[src/rtl/bus_arbiter.sv]
// Round-robin bus arbiter: registered one-hot grant, owner keeps the bus until it drops its request.
// Latency: request sampled at edge N -> grant after edge N; release -> HANDOVER_CYCLES dead cycles.
// Backpressure: none; losers keep requesting. Define BUS_ARB_TIMEOUT_EN to revoke after HOLD_LIMIT cycles.
module bus_arbiter #(
  parameter int  NUM_MASTERS     = 2,
  parameter int  HANDOVER_CYCLES = 1,
  parameter int  HOLD_LIMIT      = 256,
  localparam int ID_W            = (NUM_MASTERS > 1) ? $clog2(NUM_MASTERS) : 1
) (
  input  logic                   clk,
  input  logic                   rst,
  input  logic [NUM_MASTERS-1:0] i_req,
  output logic [NUM_MASTERS-1:0] o_gnt,
  output logic                   o_gnt_valid,
  output logic [ID_W-1:0]        o_gnt_id,
  output logic                   o_timeout,
  output logic [ID_W-1:0]        o_timeout_id
);

  typedef enum logic [1:0] {S_IDLE, S_GRANT, S_HANDOVER} state_e;

  localparam logic [3:0]      HO_LOAD = 4'(HANDOVER_CYCLES - 1);
  localparam logic [ID_W-1:0] LAST_ID = ID_W'(NUM_MASTERS - 1);

  state_e                 state_q, state_d;
  logic [ID_W-1:0]        rr_q, rr_d;
  logic [NUM_MASTERS-1:0] gnt_q, gnt_d;
  logic [ID_W-1:0]        id_q, id_d;
  logic                   vld_q, vld_d;
  logic [3:0]             ho_q, ho_d;

  logic [NUM_MASTERS-1:0] req_rot;
  logic [ID_W:0]          off;
  logic [ID_W:0]          sum;
  logic                   found;
  logic [ID_W-1:0]        pick;
  logic                   owner_req;
  logic                   revoke;
  logic                   arb;
  logic [ID_W-1:0]        next_rr;

`ifdef BUS_ARB_TIMEOUT_EN
  localparam logic [15:0] HOLD_LAST = 16'(HOLD_LIMIT - 1);
  logic [15:0]     hold_q, hold_d;
  logic            to_q, to_d;
  logic [ID_W-1:0] to_id_q, to_id_d;
`endif

  // Rotate requests so bit 0 is the highest-priority master, then take the lowest set bit.
  always_comb begin
    req_rot = NUM_MASTERS'({i_req, i_req} >> rr_q);
    found   = 1'b0;
    off     = '0;
    for (int j = NUM_MASTERS - 1; j >= 0; j--) begin
      if (req_rot[j]) begin
        found = 1'b1;
        off   = (ID_W+1)'(j);
      end
    end
    sum = {1'b0, rr_q} + off;
    if (sum >= (ID_W+1)'(NUM_MASTERS)) sum = sum - (ID_W+1)'(NUM_MASTERS);
    pick = sum[ID_W-1:0];
  end

  // The released owner moves to the back of the queue.
  assign owner_req = |(i_req & gnt_q);
  assign next_rr   = (id_q == LAST_ID) ? '0 : id_q + ID_W'(1);

  // Next-state: arbitrate from IDLE or at the end of the dead time; hold otherwise.
  always_comb begin
    state_d = state_q;
    rr_d    = rr_q;
    gnt_d   = gnt_q;
    id_d    = id_q;
    vld_d   = vld_q;
    ho_d    = ho_q;
    arb     = 1'b0;
`ifdef BUS_ARB_TIMEOUT_EN
    hold_d  = hold_q;
    to_d    = 1'b0;
    to_id_d = to_id_q;
    revoke  = owner_req && (hold_q == HOLD_LAST);
`else
    revoke  = 1'b0;
`endif
    unique case (state_q)
      S_IDLE: arb = 1'b1;
      S_GRANT: begin
        if (!owner_req || revoke) begin
          state_d = S_HANDOVER;
          gnt_d   = '0;
          id_d    = '0;
          vld_d   = 1'b0;
          rr_d    = next_rr;
          ho_d    = HO_LOAD;
        end
`ifdef BUS_ARB_TIMEOUT_EN
        if (revoke) begin
          to_d    = 1'b1;
          to_id_d = id_q;
        end
        hold_d = hold_q + 16'd1;
`endif
      end
      S_HANDOVER: begin
        if (ho_q == 4'd0) arb = 1'b1;
        else              ho_d = ho_q - 4'd1;
      end
      default: state_d = S_IDLE;
    endcase
    if (arb) begin
      if (found) begin
        state_d = S_GRANT;
        gnt_d   = NUM_MASTERS'(1) << pick;
        id_d    = pick;
        vld_d   = 1'b1;
`ifdef BUS_ARB_TIMEOUT_EN
        hold_d  = '0;
`endif
      end else begin
        state_d = S_IDLE;
      end
    end
  end

  // State and output registers with synchronous reset.
  always_ff @(posedge clk) begin
    if (rst) begin
      state_q <= S_IDLE;
      rr_q    <= '0;
      gnt_q   <= '0;
      id_q    <= '0;
      vld_q   <= 1'b0;
      ho_q    <= '0;
    end else begin
      state_q <= state_d;
      rr_q    <= rr_d;
      gnt_q   <= gnt_d;
      id_q    <= id_d;
      vld_q   <= vld_d;
      ho_q    <= ho_d;
    end
  end

  assign o_gnt       = gnt_q;
  assign o_gnt_valid = vld_q;
  assign o_gnt_id    = id_q;

`ifdef BUS_ARB_TIMEOUT_EN
  // Hold counter and timeout reporting registers.
  always_ff @(posedge clk) begin
    if (rst) begin
      hold_q  <= '0;
      to_q    <= 1'b0;
      to_id_q <= '0;
    end else begin
      hold_q  <= hold_d;
      to_q    <= to_d;
      to_id_q <= to_id_d;
    end
  end

  assign o_timeout    = to_q;
  assign o_timeout_id = to_id_q;
`else
  assign o_timeout    = 1'b0;
  assign o_timeout_id = '0;

  // HOLD_LIMIT has no effect in this build; an out-of-range value still shows up in the hierarchy.
  if (HOLD_LIMIT < 2 || HOLD_LIMIT > 65535) begin : g_hold_limit_out_of_range
  end
`endif

endmodule

[config.mk]
export PLATFORM = sky130hd
export DESIGN_NAME = bus_arbiter
export DESIGN_NICKNAME = d
export VERILOG_FILES = /design/src/rtl/bus_arbiter.sv
export SDC_FILE = /design/constraint.sdc
export NUM_CORES = 1
export LEC_CHECK = 0
export ABC_AREA = 1
export CAP_MARGIN = 15
export CORE_AREA = 2 2 39 41
export DETAILED_ROUTE_END_ITERATION = 7
export DIE_AREA = 0 0 41 43
export GPL_ROUTABILITY_DRIVEN = 1
export GPL_TIMING_DRIVEN = 0
export PLACE_DENSITY_LB_ADDON = 0.05
export SYNTH_ARGS = -nofsm -noshare
export SYNTH_HDL_FRONTEND = slang
export SYNTH_SLANG_ARGS = --single-unit
[constraint.sdc]
create_clock -name clk -period 3.6 [get_ports clk]
set_input_delay 0.72 -clock clk [delete_from_list [all_inputs] [get_ports clk]]
set_output_delay 0.72 -clock clk [all_outputs]
set_load 0.005 [all_outputs]
# After elaboration in Yosys (flattened, before gate mapping)
# Cells that the tools add are included.
[classes]
eq_ne = 6
bitwise = 2
reduce_logical = 8
n_addsub = 4
shift = 2
n_mux = 27
order_cmp = 1
[ops]
columns = ["operator", "n"]
rows = [
  ["two-way mux 1 bit", 16],
  ["two-way mux 2 bit", 6],
  ["two-way mux 4 bit", 2],
  ["one-hot mux 4 bit (2 select lines)", 1],
  ["zero test 4 bit", 1],
  ["inequality test 2 bit (second input constant)", 2],
  ["one-hot mux 2 bit (2 select lines)", 1],
  ["AND reduction 2 bit", 2],
  ["OR reduction 2 bit", 2],
  [">> shifter 4 x 1 -> 2 bit", 1],
  ["subtractor 4 x 1 -> 4 bit (second input constant)", 1],
  ["inequality test 3 bit (second input constant)", 1],
  ["AND reduction 3 bit", 1],
  ["adder 1 x 1 -> 2 bit", 1],
  ["AND 2 bit", 1],
  ["equality test 2 x 1 -> 1 bit (second input constant)", 1],
  ["equality test 2 bit (second input constant)", 1],
  [">= comparator 2 bit (second input constant)", 1],
  ["zero test 2 bit", 1],
  ["inequality test 2 x 1 -> 1 bit (second input constant)", 1],
  ["one-hot mux 1 bit (2 select lines)", 1],
  ["nonzero test 2 bit", 1],
  ["<< shifter 1 x 1 -> 2 bit (first input constant)", 1],
  ["adder 1 bit (second input constant)", 1],
  ["2 further kinds", 2],
]
[word_totals]
regBits = 11
output_inout_bits = 6
wordCells = 56
input_bits = 4

# Logic depth before layout (Yosys ltp)
[logic_depth]
word_depth = 9
mapped_depth = 10

# Worst setup path after synthesis
# OpenSTA, ideal clock, no wires.
[synth_path]
path_type = "input port to flip-flop"
from = "in i_req[0]"
to = "reg ho_q[3]"
n_path_buf = 0
t_arrival_ps = 1230
stages = 8
setup_time_ps = 113
setup_slack_ps = 2257
path_cell_list = "nand2_1 -> nand2_2 -> nand2_4 -> nand3_2 -> nand2_2 -> clkinv_1 -> nand2_1 -> nor2_1"
[synth_via]
elab_chain_cells = 4
[synth_rtl]
columns = ["element", "line_no", "source"]
rows = [
  ["start, declared", "12", "input logic [NUM_MASTERS-1:0] i_req,"],
  ["AND 2 bit", "66", "assign owner_req = |(i_req & gnt_q);"],
  ["OR reduction 2 bit", "66", ""],
  ["inequality test 2 bit (no source line)", "n/a", ""],
  ["AND reduction 3 bit (no source line)", "n/a", ""],
  ["end signal, assigned", "141", "ho_q <= ho_d;"],
  ["end, declared", "30", "logic [3:0] ho_q, ho_d;"],
]
# No other way between the ends.
# A chain may end at the register's enable or synchronous reset.

# Worst setup path in the final report
[layout_path]
from = "reg gnt_q[1] (netlist: o_gnt[1])"
to = "out o_gnt[1]"
[layout_rtl]
columns = ["element", "line_no", "source"]
rows = [
  ["start, declared", "27", "logic [NUM_MASTERS-1:0] gnt_q, gnt_d;"],
  ["start signal, assigned", "138", "gnt_q <= gnt_d;"],
  ["end, declared", "13", "output logic [NUM_MASTERS-1:0] o_gnt,"],
]
# No word-level cell between the ends.

==> run metrics <==
slowest CP cell clkdlybuf4s50_1; DP HPWL 939 um; # fillers 150; Reg area 220 um^2; Wirelength per Cell 9.75 um; Post-synth ARST share 0%; post-CTS setup buffers 0; clk_lat worst skew 0.26 ns; CTS Buffer Depth 2; Startpoint Class flop; Switching Share 35.4%; commonest non-fill, non-tap cell in the layout nand2_1; MaxCap Viol Count 0; DRT Pass-1 Iters 4; fin cells 120; clk slew on worst S/H paths 0.07 ns; Clock Skew 0.00655 ns; crit-path cells clkdlybuf4s50_1; post-route ant nets 0; CTS buffer count 3; Overflow after GRT 0; CTS tree built; routability cong. 0.732; Initial Utilization 48.4%; initial antenna violation count 0; CP Max Fanout 3; Tot GR Track Use 17.5%; Int Pwr 0.243 mW; Vias/cell 4.72; Gate power share 37.0%; result of the run complete, no violations; Hold Buf Count CTS 0; Detailed Route WL 1170 um; die height 43 um; Fin. Hold Viols 0; Iter 0 DRT Violations 7; Sw Pwr 0.133 mW; minimum clock period 1.87 ns; first-pass GRT wire length 2120 um; syn_area_per_cell 7.28 um^2; DIE WIDTH 41 um; clock sink count 11; fin util 57.1%; PortBufs 7; via count 566; Post-Synthesis Cell Area 669 um^2; sequential share of the synthesized area 32.9%; leak pwr 0.385 nW; largest net degree at the start of global routing 8; Worst Path Arrival 1.15 ns; power share of the clock group 22.0%; footprint of the multi-input gates 382 um^2; Total Nets Final 115; std cell rows 14; worst path required time 2.88 ns; most frequent cells in the layout nand2_1 (19), inv_1 (14), dfxtp_1 (11); peak supply drop 0.000219 V; EDFF count, synth 0; Setup TNS Final 0 ns; post-synthesis cell type count 21; antenna fix cells 0; # IOs 10; ratio of cells with drive above 1 in the final layout 16.3%; power per cell area 475 mW/mm^2; Die ar. 0.00176 mm^2; critical path's top delay family buffers and inverters; max-slew violation count 0; DRC 0; Crit Path Class reg2out; fmax 536 MHz; Hold/Removal Path Class reg2reg; YS warnings 0; Cells after Synth 92; #FFs+latches synth 11; endpoint type of the worst setup path output port; power share of the sequential group 41.0%; core area 0.00138 mm^2; dpl cells 116; clk root buf clkbuf_4; H-tree level count 1; Total Power 0.375 mW; RSZ-0062 raised after global routing false; CP max stage delay 0.51 ns; crit path buf inv count 1; ys flop type dfxtp_1; post_cts resized 0; Setup violations, final 0; vias in the first global route 537; area grow syn2layout 17.9%; Tcrit/Tclk final 51.8%
## logic make-up after synthesis
logic type | after synthesis | synth area share, %
adders and majority gates | 6 | 11.2
xor gates and xnor gates | 1 | 1.31
buffers and inverters | 17 | 10.7
AOI/OAI and AO/OA | 12 | 10.5
other | 1 | 0.560
and+or+nand+nor | 44 | 32.9
DFF | 11 | 32.9
## final cells by class
type / instances / share of cell area (%)
clock buffers: 4 / 3.33
repair buffers: 7 / 8.87
multi-input cells: 65 / 48.3
flip-flops and latches: 11 / 27.9
inverters: 15 / 7.13
plain buffers: 2 / 1.90
well taps: 16 / 2.54
## metrics by stage
step	instance area (um^2)	hold slack [ns]	worst slack [ns]
2_1_floorplan	673	0.450	2.26
3_3_place_gp	763	0.456	1.66
3_5_place_dp	763	0.460	1.64
4_1_cts	790	0.473	1.72
5_1_grt	790	0.510	1.68
6_report	790	0.467	1.73
## sequential cells by signal, indices dropped and copies added (netlist names)
signal,flops
ho_q,4
o_gnt,2
state_q,2
o_gnt_id,1
rr_q,1
o_gnt_valid,1
## cell usage after synthesis, types with 2 or more instances
master | n | area (um^2)
nand2_1 | 19 | 71.3
inv_1 | 14 | 52.6
dfxtp_1 | 11 | 220
a21oi_1 | 9 | 45.0
ha_1 | 6 | 75.1
nand3_1 | 6 | 30.0
nor2_1 | 6 | 22.5
nand2_2 | 5 | 31.3
nand3_2 | 3 | 30.0
buf_4 | 2 | 15.0
## power groups by stage
stage	clock, mW	combinational (mW)	sequential [mW]
3_3_place_gp	0	0.137	0.157
3_5_place_dp	0	0.139	0.157
5_1_grt	0.0929	0.163	0.156
6_report	0.0827	0.139	0.154
4_1_cts	0.0865	0.140	0.154
2_1_floorplan	0	0.104	0.155
## routing by layer
layer | wire, um | vias to the layer above | global-route usage, %
met3 | 38 | 0 | 3.14
li1 | - | 310 | -
met4 | 0 | 0 | 8.00
met5 | 0 | - | 0
met1 | 588 | 248 | 23.3
met2 | 543 | 8 | 26.3
## final timing paths
check / from / slack (ns) / endpoint / cells after the start
worst max-delay path: o_gnt[1]$_SDFF_PP0_ / 1.73 / o_gnt[1] / 1
worst min-delay path: o_gnt_valid$_SDFF_PP0_ / 0.47 / o_gnt_valid$_SDFF_PP0_ / 2
worst max register to register: state_q[0]$_SDFFE_PP0P_ / 2.20 / state_q[1]$_SDFFE_PP0P_ / 10
worst min register to register: o_gnt_valid$_SDFF_PP0_ / 0.47 / o_gnt_valid$_SDFF_PP0_ / 2
Power figures use the tool's default switching activity.
